===== src/rtl/axi_tg_pkg.sv =====
// Shared types, AXI constants and helpers for the burst traffic generator.
package axi_tg_pkg;

  typedef logic [2:0] state_t;

  localparam state_t ST_IDLE    = 3'd0;
  localparam state_t ST_WR_ADDR = 3'd1;
  localparam state_t ST_WR_DATA = 3'd2;
  localparam state_t ST_WR_RESP = 3'd3;
  localparam state_t ST_RD_ADDR = 3'd4;
  localparam state_t ST_RD_DATA = 3'd5;
  localparam state_t ST_DONE    = 3'd6;

  typedef logic [1:0] mode_t;

  localparam mode_t MODE_WR_RD   = 2'b00;
  localparam mode_t MODE_WR_ONLY = 2'b01;
  localparam mode_t MODE_RD_ONLY = 2'b10;
  localparam mode_t MODE_ALIAS   = 2'b11;

  localparam logic [1:0] RESP_OKAY  = 2'b00;
  localparam logic [1:0] BURST_INCR = 2'b01;
  localparam logic [3:0] CACHE_MODIFIABLE = 4'b0010;

  function automatic int unsigned clog2(input int unsigned value);
    int unsigned result;
    result = 0;
    while ((64'd1 << result) < 64'(value)) begin
      result = result + 1;
    end
    return result;
  endfunction

endpackage


===== src/rtl/axi_tg_pattern.sv =====
// Combinational data pattern: 32-bit lane i of beat n is seed + n*lanes + i.
module axi_tg_pattern #(
  parameter int unsigned DataWidth = 32
) (
  input  logic [31:0]          seed_i,
  input  logic [31:0]          beat_i,
  output logic [DataWidth-1:0] data_o
);

  localparam int unsigned Lanes = DataWidth / 32;

  always_comb begin
    data_o = '0;
    for (int unsigned i = 0; i < Lanes; i++) begin
      data_o[i*32 +: 32] = seed_i + beat_i * 32'(Lanes) + 32'(i);
    end
  end

endmodule


===== src/rtl/axi_burst_traffic_gen.sv =====
// AXI4 master that writes a seeded incrementing pattern in bursts, reads it back and
// counts response, data and RLAST errors.
module axi_burst_traffic_gen
  import axi_tg_pkg::*;
#(
  parameter int unsigned C_M_AXI_ADDR_WIDTH = 32,
  parameter int unsigned C_M_AXI_DATA_WIDTH = 32,
  parameter int unsigned C_M_AXI_ID_WIDTH   = 1,
  parameter int unsigned C_M_AXI_BURST_LEN  = 16,
  parameter int unsigned C_NUM_BURSTS       = 4,
  parameter logic [C_M_AXI_ADDR_WIDTH-1:0] C_TARGET_BASE_ADDR = 32'h4000_0000
) (
  input  logic                            M_AXI_ACLK,
  input  logic                            M_AXI_ARESET,
  input  logic                            INIT_AXI_TXN,
  input  logic [1:0]                      MODE,
  input  logic [31:0]                     SEED,
  output logic                            BUSY,
  output logic                            TXN_DONE,
  output logic                            ERROR,
  output logic [15:0]                     ERR_COUNT,
  output logic [C_M_AXI_ID_WIDTH-1:0]     AWID,
  output logic [C_M_AXI_ADDR_WIDTH-1:0]   AWADDR,
  output logic [7:0]                      AWLEN,
  output logic [2:0]                      AWSIZE,
  output logic [1:0]                      AWBURST,
  output logic                            AWLOCK,
  output logic [3:0]                      AWCACHE,
  output logic [2:0]                      AWPROT,
  output logic [3:0]                      AWQOS,
  output logic                            AWVALID,
  input  logic                            AWREADY,
  output logic [C_M_AXI_DATA_WIDTH-1:0]   WDATA,
  output logic [C_M_AXI_DATA_WIDTH/8-1:0] WSTRB,
  output logic                            WLAST,
  output logic                            WVALID,
  input  logic                            WREADY,
  input  logic [C_M_AXI_ID_WIDTH-1:0]     BID,
  input  logic [1:0]                      BRESP,
  input  logic                            BVALID,
  output logic                            BREADY,
  output logic [C_M_AXI_ID_WIDTH-1:0]     ARID,
  output logic [C_M_AXI_ADDR_WIDTH-1:0]   ARADDR,
  output logic [7:0]                      ARLEN,
  output logic [2:0]                      ARSIZE,
  output logic [1:0]                      ARBURST,
  output logic                            ARLOCK,
  output logic [3:0]                      ARCACHE,
  output logic [2:0]                      ARPROT,
  output logic [3:0]                      ARQOS,
  output logic                            ARVALID,
  input  logic                            ARREADY,
  input  logic [C_M_AXI_ID_WIDTH-1:0]     RID,
  input  logic [C_M_AXI_DATA_WIDTH-1:0]   RDATA,
  input  logic [1:0]                      RRESP,
  input  logic                            RLAST,
  input  logic                            RVALID,
  output logic                            RREADY
);

  localparam int unsigned BYTES_PER_BEAT = C_M_AXI_DATA_WIDTH / 8;
  localparam int unsigned BURST_BYTES    = C_M_AXI_BURST_LEN * BYTES_PER_BEAT;
  localparam logic [7:0]  LAST_BEAT      = 8'(C_M_AXI_BURST_LEN - 1);
  localparam logic [9:0]  LAST_BURST     = 10'(C_NUM_BURSTS - 1);
  localparam logic [2:0]  AX_SIZE        = 3'(clog2(BYTES_PER_BEAT));
  localparam logic [C_M_AXI_ADDR_WIDTH-1:0] ADDR_STEP = C_M_AXI_ADDR_WIDTH'(BURST_BYTES);

  if (BURST_BYTES > 4096) begin : g_chk_burst_bytes
    $error("burst byte size exceeds 4096");
  end
  if ((C_TARGET_BASE_ADDR % ADDR_STEP) != '0) begin : g_chk_base_align
    $error("base address not aligned to the burst byte size");
  end
  if (C_M_AXI_DATA_WIDTH != 32 && C_M_AXI_DATA_WIDTH != 64 && C_M_AXI_DATA_WIDTH != 128)
  begin : g_chk_data_width
    $error("data width must be 32, 64 or 128");
  end
  if (C_M_AXI_BURST_LEN < 1 || C_M_AXI_BURST_LEN > 256 || C_NUM_BURSTS < 1 ||
      C_NUM_BURSTS > 1024) begin : g_chk_counts
    $error("burst length or burst count out of range");
  end

  state_t                          state_q;
  mode_t                           mode_q;
  logic [31:0]                     seed_q;
  logic [31:0]                     w_beat_q;
  logic [31:0]                     r_beat_q;
  logic [C_M_AXI_ADDR_WIDTH-1:0]   addr_q;
  logic [7:0]                      beat_q;
  logic [9:0]                      burst_q;
  logic [1:0]                      init_q;
  logic                            error_q;
  logic [15:0]                     err_count_q;

  logic                            start;
  mode_t                           start_mode;
  logic                            b_hs;
  logic                            r_hs;
  logic                            beat_last;
  logic                            burst_last;
  logic [1:0]                      err_events;
  logic [16:0]                     err_sum;
  logic [15:0]                     err_count_d;
  logic [C_M_AXI_DATA_WIDTH-1:0]   wr_pattern;
  logic [C_M_AXI_DATA_WIDTH-1:0]   rd_expected;
  logic                            unused_ids;

  axi_tg_pattern #(
    .DataWidth (C_M_AXI_DATA_WIDTH)
  ) u_wr_pattern (
    .seed_i (seed_q),
    .beat_i (w_beat_q),
    .data_o (wr_pattern)
  );

  axi_tg_pattern #(
    .DataWidth (C_M_AXI_DATA_WIDTH)
  ) u_rd_pattern (
    .seed_i (seed_q),
    .beat_i (r_beat_q),
    .data_o (rd_expected)
  );

  // init_q[0] is the synchroniser stage; a start is one cycle of 0->1 between stages.
  assign start = init_q[0] & ~init_q[1] & ((state_q == ST_IDLE) | (state_q == ST_DONE));
  assign start_mode = (MODE == MODE_ALIAS) ? MODE_WR_RD : MODE;
  assign b_hs = (state_q == ST_WR_RESP) & BVALID;
  assign r_hs = (state_q == ST_RD_DATA) & RVALID;
  assign beat_last  = (beat_q == LAST_BEAT);
  assign burst_last = (burst_q == LAST_BURST);
  assign unused_ids = ^{BID, RID};

  // B and R handshakes never coincide, so at most three events arrive per cycle.
  always_comb begin
    err_events = 2'd0;
    if (b_hs && (BRESP != RESP_OKAY)) err_events = err_events + 2'd1;
    if (r_hs) begin
      if (RRESP != RESP_OKAY)   err_events = err_events + 2'd1;
      if (RDATA != rd_expected) err_events = err_events + 2'd1;
      if (RLAST != beat_last)   err_events = err_events + 2'd1;
    end
    err_sum     = {1'b0, err_count_q} + {15'd0, err_events};
    err_count_d = err_sum[16] ? 16'hFFFF : err_sum[15:0];
  end

  always_ff @(posedge M_AXI_ACLK) begin
    if (M_AXI_ARESET) begin
      state_q     <= ST_IDLE;
      mode_q      <= MODE_WR_RD;
      seed_q      <= '0;
      w_beat_q    <= '0;
      r_beat_q    <= '0;
      addr_q      <= C_TARGET_BASE_ADDR;
      beat_q      <= '0;
      burst_q     <= '0;
      init_q      <= 2'b00;
      error_q     <= 1'b0;
      err_count_q <= '0;
    end else begin
      init_q <= {init_q[0], INIT_AXI_TXN};
      if (err_events != 2'd0) begin
        error_q     <= 1'b1;
        err_count_q <= err_count_d;
      end
      case (state_q)
        ST_IDLE, ST_DONE: begin
          if (start) begin
            error_q     <= 1'b0;
            err_count_q <= '0;
            mode_q      <= start_mode;
            seed_q      <= SEED;
            w_beat_q    <= '0;
            r_beat_q    <= '0;
            addr_q      <= C_TARGET_BASE_ADDR;
            beat_q      <= '0;
            burst_q     <= '0;
            state_q     <= (start_mode == MODE_RD_ONLY) ? ST_RD_ADDR : ST_WR_ADDR;
          end
        end
        ST_WR_ADDR: begin
          if (AWREADY) begin
            beat_q  <= '0;
            state_q <= ST_WR_DATA;
          end
        end
        ST_WR_DATA: begin
          if (WREADY) begin
            beat_q   <= beat_q + 8'd1;
            w_beat_q <= w_beat_q + 32'd1;
            if (beat_last) state_q <= ST_WR_RESP;
          end
        end
        ST_WR_RESP: begin
          if (BVALID) begin
            if (burst_last) begin
              burst_q <= '0;
              addr_q  <= C_TARGET_BASE_ADDR;
              state_q <= (mode_q == MODE_WR_ONLY) ? ST_DONE : ST_RD_ADDR;
            end else begin
              burst_q <= burst_q + 10'd1;
              addr_q  <= addr_q + ADDR_STEP;
              state_q <= ST_WR_ADDR;
            end
          end
        end
        ST_RD_ADDR: begin
          if (ARREADY) begin
            beat_q  <= '0;
            state_q <= ST_RD_DATA;
          end
        end
        ST_RD_DATA: begin
          if (RVALID) begin
            beat_q   <= beat_q + 8'd1;
            r_beat_q <= r_beat_q + 32'd1;
            // Burst ends on the beat count so a missing RLAST cannot stall the run.
            if (beat_last) begin
              if (burst_last) begin
                burst_q <= '0;
                addr_q  <= C_TARGET_BASE_ADDR;
                state_q <= ST_DONE;
              end else begin
                burst_q <= burst_q + 10'd1;
                addr_q  <= addr_q + ADDR_STEP;
                state_q <= ST_RD_ADDR;
              end
            end
          end
        end
        default: state_q <= ST_IDLE;
      endcase
    end
  end

  assign BUSY      = (state_q != ST_IDLE) && (state_q != ST_DONE);
  assign TXN_DONE  = (state_q == ST_DONE);
  assign ERROR     = error_q;
  assign ERR_COUNT = err_count_q;

  assign AWID    = '0;
  assign AWADDR  = addr_q;
  assign AWLEN   = LAST_BEAT;
  assign AWSIZE  = AX_SIZE;
  assign AWBURST = BURST_INCR;
  assign AWLOCK  = 1'b0;
  assign AWCACHE = CACHE_MODIFIABLE;
  assign AWPROT  = 3'b000;
  assign AWQOS   = 4'b0000;
  assign AWVALID = (state_q == ST_WR_ADDR);

  assign WDATA  = wr_pattern;
  assign WSTRB  = '1;
  assign WVALID = (state_q == ST_WR_DATA);
  assign WLAST  = (state_q == ST_WR_DATA) && beat_last;

  assign BREADY = (state_q == ST_WR_RESP);

  assign ARID    = '0;
  assign ARADDR  = addr_q;
  assign ARLEN   = LAST_BEAT;
  assign ARSIZE  = AX_SIZE;
  assign ARBURST = BURST_INCR;
  assign ARLOCK  = 1'b0;
  assign ARCACHE = CACHE_MODIFIABLE;
  assign ARPROT  = 3'b000;
  assign ARQOS   = 4'b0000;
  assign ARVALID = (state_q == ST_RD_ADDR);

  assign RREADY = (state_q == ST_RD_DATA);

endmodule


===== config.mk =====
export PLATFORM = sky130hd
export DESIGN_NAME = axi_burst_traffic_gen
export DESIGN_NICKNAME = d
export VERILOG_FILES = /design/src/rtl/axi_tg_pkg.sv /design/src/rtl/axi_tg_pattern.sv /design/src/rtl/axi_burst_traffic_gen.sv
export SDC_FILE = /design/constraint.sdc
export NUM_CORES = 1
export LEC_CHECK = 0
export CORE_MARGIN = 10
export CORE_UTILIZATION = 30
export CTS_CLUSTER_DIAMETER = 200
export DETAILED_ROUTE_END_ITERATION = 16
export PLACE_DENSITY = 0.63
export SLEW_MARGIN = 10
export SYNTH_ARGS = -nofsm -noshare
export SYNTH_HDL_FRONTEND = slang
export SYNTH_HIERARCHICAL = 1
export SYNTH_SLANG_ARGS = --single-unit

===== constraint.sdc =====
create_clock -name M_AXI_ACLK -period 11.5 [get_ports M_AXI_ACLK]
set_input_delay 1.15 -clock M_AXI_ACLK [delete_from_list [all_inputs] [get_ports M_AXI_ACLK]]
set_output_delay 1.15 -clock M_AXI_ACLK [all_outputs]
set_load 0.03 [all_outputs]

; Word-level counts from Yosys, hierarchy flattened
; Index checks and enable logic that the tools add are counted.
[classes]
n_addsub = 11
eq_ne = 22
n_mux = 51
n_bitwise = 6
reduce_logical = 19
[op_table]
columns = cell, count
row1 = $mux 32, 8
row2 = $pmux 32 s2, 2
row3 = $pmux 32 s3, 1
row4 = $add 32x1->32 const B, 2
row5 = $add 32x32->32, 2
row6 = $mux 16, 4
row7 = $mux 10, 5
row8 = $mux 8, 5
row9 = $pmux 8 s5, 1
row10 = $add 32x7->32 const B, 1
row11 = $ne 32x32->1, 1
row12 = $mux 3, 10
row13 = $pmux 10 s3, 1
row14 = $mux 2, 9
row15 = $pmux 3 s6, 1
row16 = $add 16x2->17, 1
row17 = $add 10x1->10 const B, 1
row18 = $eq 10x2->1 const B, 1
row19 = $ne 2x1->1 const B, 5
row20 = $reduce_bool 2->1, 5
row21 = $eq 3x3->1 const B, 3
row22 = $add 8x1->8 const B, 1
row23 = $eq 8x4->1 const B, 1
row24 = $reduce_and 8->1, 1
row25 = other kinds (21), 37
[totals]
regBits = 170
output_inout_bits = 177
elab_cells = 120

; Logic depth before layout (Yosys ltp)
[logic_depth]
word_depth = 18
mapped_depth = 26
ltp_nobuf = 25

; By module
; The synthesis kept the hierarchy.
[by_module_without_submodules]
columns = module, n_inst, cells_each, area_each_um2, seq_area_each_um2
row1 = axi_burst_traffic_gen, 1, 1063, 8707.1, 3283.1
row2 = axi_tg_pattern (u_wr_pattern), 1, 271, 1861.8, 0.0
row3 = axi_tg_pattern (u_rd_pattern), 1, 241, 1744.2, 0.0

; Worst setup path before layout
; OpenSTA, ideal clock, no wires.
[synth_path]
kind = reg2reg
start = register r_beat_q[0]
end = register err_count_q[13] (netlist: ERR_COUNT[13])
setup_time_ns = 0.086
t_arrival_ns = 5.460
t_required_ns = 11.414
path_slack_ns = 5.954
stages_incl_launch_ff = 25
n_path_buf = 1
synth_period_minus_slack_ns = 5.546
cell_sequence = dfxtp_1 ha_1 fa_1 a21o_1 a31o_2 nand3_1 o221ai_1 a311oi_1 o21bai_1 xor2_1 xnor2_1 nand4_1 nor4_1 nand2_1 and3_1 nor4_1 o21ai_0 fa_1 inv_1 and4_1 nand3_1 or3_1 clkbuf_1 and4_1 a211oi_1
[synth_via]
elab_chain_cells = 12
word_cells_on_any_way = 13
cone_classes = add/sub: 3 / eq/ne: 1 / mux: 8 / reduce/logical: 1
[synth_rtl]
columns = item, line_no
row1 = "start, declared", axi_burst_traffic_gen.sv:87  ; logic [31:0] r_beat_q;
row2 = "start signal, assigned", axi_burst_traffic_gen.sv:215  ; r_beat_q <= r_beat_q + 32'd1;
row3 = $add 32x32->32 (*), axi_tg_pattern.sv:15  ; data_o[i*32 +: 32] = seed_i + beat_i * 32'(Lanes) + 32'(i);
row4 = named net rd_expected[26], axi_burst_traffic_gen.sv:105  ; logic [C_M_AXI_DATA_WIDTH-1:0] rd_expected;
row5 = $ne 32x32->1 (*), axi_burst_traffic_gen.sv:139  ; if (RDATA != rd_expected) err_events = err_events + 2'd1;
row6 = $mux 2 (*), axi_burst_traffic_gen.sv:139
row7 = $mux 2 (*), axi_burst_traffic_gen.sv:137  ; if (r_hs) begin
row8 = $add 2x1->2, axi_burst_traffic_gen.sv:140  ; if (RLAST != beat_last) err_events = err_events + 2'd1;
row9 = $mux 2 (*), axi_burst_traffic_gen.sv:140
row10 = $mux 2 (*), axi_burst_traffic_gen.sv:137
row11 = $add 16x2->17, axi_burst_traffic_gen.sv:142  ; err_sum = {1'b0, err_count_q} + {15'd0, err_events};
row12 = $mux 16, axi_burst_traffic_gen.sv:143  ; err_count_d = err_sum[16] ? 16'hFFFF : err_sum[15:0];
row13 = $mux 16 (*), axi_burst_traffic_gen.sv:161  ; if (err_events != 2'd0) begin
row14 = $mux 16, axi_burst_traffic_gen.sv:167  ; if (start) begin
row15 = $mux 16 (*), axi_burst_traffic_gen.sv:165  ; case (state_q)
row16 = "end signal, assigned", axi_burst_traffic_gen.sv:163  ; err_count_q <= err_count_d;
row17 = "end, declared", axi_burst_traffic_gen.sv:93  ; logic [15:0] err_count_q;
; Mark *: on every way through the listed nets, which the timed path passes. The rest lies on a longest branch. The select of a mux whose other input is x is not followed.
; A chain may end at the register's enable or synchronous reset.

; Worst setup path in the final report
[layout_path]
start = register r_beat_q[14]
end = register err_count_q[13] (netlist: ERR_COUNT[13])
; The elaborated chain is that of the path after synthesis.

==> results by group <==
Outcome
  • Status: completed

Clock tree
  • Worst skew pair latency: approximately 0.44 ns
  • CTS sink count: roughly 160
  • CTS tree: yes
  • H-tree lvl count: 4
  • Clock tree buffer depth: 2
  • CTS Hold Buffers Added: 0
  • Number of gates resized after cts: 0
  • TritonCTS buffer count: 17
  • Clock transition at path regs: 0.07 ns
  • Root Buffer: clkbuf_16
  • Post-CTS Setup Bufs: 0

Worst setup path
  • Critical path data required time: 11.85 ns
  • CP peak stage delay: 0.95 ns
  • CP most frequent cell: o21ai_0
  • CP startpoint kind: register
  • Crit path launch: r_beat_q[14]
  • CP Max Fanout: 10
  • CP Cell Sequence: ha_1 > a21oi_1 > o21ai_0 > a31oi_1 > o21ai_0 > a2111o_1 > nand2_1 > xnor2_1 > xnor2_1 > nand4_1 > nor4_1 > nand2_1 > and3_1 > nor4_1 > o21ai_0 > fa_1 > inv_1 > and4_1 > nand3_1 > or3_1 > and4_1 > a211oi_1
  • CP top delay family: simple AND/OR/NAND/NOR gates
  • Slowest-stage cell, CP: nor4_1
  • Bufs and invs on worst path: 1
  • Worst setup EP type: register
  • Critical Path AT: 7.44 ns
  • R2R setup slack: 4.41 ns
  • FF-to-FF Start: r_beat_q[14]
  • Crit Path Class: register to register

Floorplanning
  • DIE AREA: 49,550 sq um
  • Die Height: approximately 220 um
  • Starting density of the core: 0.3022
  • Area of the core: 40,740 sq um
  • Boundary Pins: 258
  • Die W: 222.6 um
  • Core Rows: 74

Power
  • Leakage: 5.752 nW
  • Peak supply drop: 0.09180 mV
  • Pwr/cell area: between 100 and 150 nW/um^2
  • Final Power: 1.701 mW

Yosys
  • Main synth FF type: dfxtp_1
  • Post-synthesis cell area: 12,310 sq um
  • #FFs+latches synth: 164
  • Cells after Synth: 1,575
  • Fraction of registers with async set/reset: 0
  • Yosys top cell by area: dfxtp_1
  • Sequential area share after synthesis: 0.2666
  • Top cell type's share of synthesized area: 0.2666
  • Post-synth EDFFs: 0
  • Unique masters post-synth: 94
  • Ys Warns: 6
  • Area contributors post-synth: dfxtp_1 27%, ha_1 7.2%, xnor2_1 6.6%, buf_4 5.9%, a21oi_1 5.8%
  • Mean Syn Cell Area: slightly below 8 sq um

Layout
  • Antenna cells: 0
  • Final nets: around 1,900
  • Layout cells sized above 1: 0.04745
  • Area delta synth->final: 19.79%
  • Fin area: 14,750 sq um

Run
  • Max-Cap Viols: 0

Timing
  • Final clock skew: between 0.015 and 0.02 ns
  • Min Tclk post-route: 7.092 ns
  • Worst slew margin: 0.2892
  • Final hold vios: 0
  • Final setup margin: between 4 and 5 ns
  • Max-slew violations: 0
  • Final setup violation count: 0
  • FMAX: ~0.14 GHz
  • RSZ-0062 raised after global routing: false
  • Post-Route Setup TNS: 0 ns
  • Final worst path period share: 0.6167
  • Pin slew with the least headroom to its limit: 1.056 ns

Worst hold path
  • Min-delay src: ERROR
  • Hold Crit Class: register to register

Routing
  • TritonRoute pass-1 iters: 6
  • Vias: 11,540
  • # DRC: 0
  • Routed WL: 40,080 um
  • ANT nets after route: 0
  • Number of DRC markers in iteration 0: 952
  • Via-per-instance ratio: a little over 5
  • DR WL/cell: 17.90 um

Global route
  • Initial antenna violation count: 0
  • Global-route wire length before repair: 61,670 um
  • GRT Residual Overflow: 0
  • Gr usage total: 0.1547
  • Largest net degree at the start of global routing: 68
  • Vias in the first global route: 10,890

Placement
  • Placed cell areas: 14,180 sq um
  • Port Buffers: between 150 and 200
  • Placer Congestion: 0.9506
  • Placement Setup Slack: 4.534 ns
  • Dpl hpwl: about 32,000 um
## where the power goes
part	internal (mW)	switching [mW]
clock	0.333	0.243
combinational	0.173	0.315
sequential	0.591	0.0473
total	1.10	0.605
## cell usage in the layout, fill, tap and decap left out, drive strengths merged, types with 5 or more instances in the layout
cell / count
a211oi: 14
a21o: 37
a21oi: 148
a311oi: 12
a31oi: 14
and2: 15
and3: 29
and4: 14
buf: 9
clkbuf: 20
clkdlybuf4s50: 186
conb: 68
dfxtp: 164
ha: 71
inv: 44
mux2: 5
mux2i: 8
nand2: 161
nand2b: 10
nand3: 58
nand3b: 7
nand4: 41
nor2: 156
nor2b: 13
nor3: 26
nor3b: 6
nor4: 10
o211ai: 12
o21a: 8
o21ai: 63
o21bai: 12
or2: 8
or3: 22
or4: 5
xnor2: 93
xor2: 63
## state kept, by name, indices dropped and copies added (netlist names), 2 cells and up
| register | flops |
|---|---|
| ERR_COUNT | 16 |
| beat_q | 8 |
| mode_q | 2 |
| state_q | 3 |
| w_beat_q | 32 |
| r_beat_q | 32 |
| ARADDR | 26 |
| init_q | 2 |
| seed_q | 32 |
| burst_q | 10 |
## cell usage after synthesis (13+ instances only)
cell	count
nor3_1	26
and3_1	29
ha_1	71
clkbuf_1	37
a21oi_1	143
nor2_1	155
inv_1	42
nand2_1	160
o21ai_0	58
dfxtp_1	164
xor2_1	63
or3_1	22
a21o_1	37
nand3_1	57
and2_1	14
and4_1	14
nand4_1	40
buf_4	96
nor2b_1	13
a31oi_1	14
xnor2_1	93
## per-layer routing
layer  vias up  wire length, um  GRT usage
met3        43             3456    0.04385
met4         0              701    0.04010
met5         -                0          0
li1       5674                -          -
met2       409            18690     0.2543
met1      5414            17230     0.1940
## tightest hold or removal path, stage by stage, from the launching register on
cell	delay, ns
dfxtp_1	0.33
nor2_1	0.05
nor2_1	0.07
## per-stage QoR
step	hold slack (ns)	util	cells
finish	0.4778	0.3621	2239
global route	0.5187	0.3621	2239
CTS	0.4841	0.3621	2239
detailed placement	0.4685	0.3481	2211
global placement	0.4597	0.3481	2211
floorplan	0.4530	-	1641
## area by class of cell
| class | instances | area, sq um |
|---|---|---|
| multi-input combinational | 1278 | 8148 |
| sequential | 164 | 3283 |
| fill | 4252 | 25990 |
| tap | 532 | 665.6 |
| clock inverter | 8 | 102.6 |
| clock buffer | 20 | 466.7 |
| inverter | 42 | 157.7 |
| timing repair buffer | 195 | 1927 |
## final timing paths
check	depth (start not counted)	endpoint
worst min-delay path	2	ERROR
worst max-delay path	22	ERR_COUNT[13]
worst max register to register	22	ERR_COUNT[13]
worst min register to register	2	ERROR
## kinds of logic (layout without fill, tap and decap cells)
logic type / count (synthesis) / after routing / synth area share
other cells: 2 / 68 / 0.0006099
flops: 164 / 164 / 0.2666
fa+ha+maj: 74 / 74 / 0.07702
buf+inv: 199 / 265 / 0.09298
simple gates: 592 / 592 / 0.2397
mux: 13 / 13 / 0.01108
xor+xnor: 156 / 156 / 0.1110
compound gates: 375 / 375 / 0.2010
(Power assumes the default switching activity.)
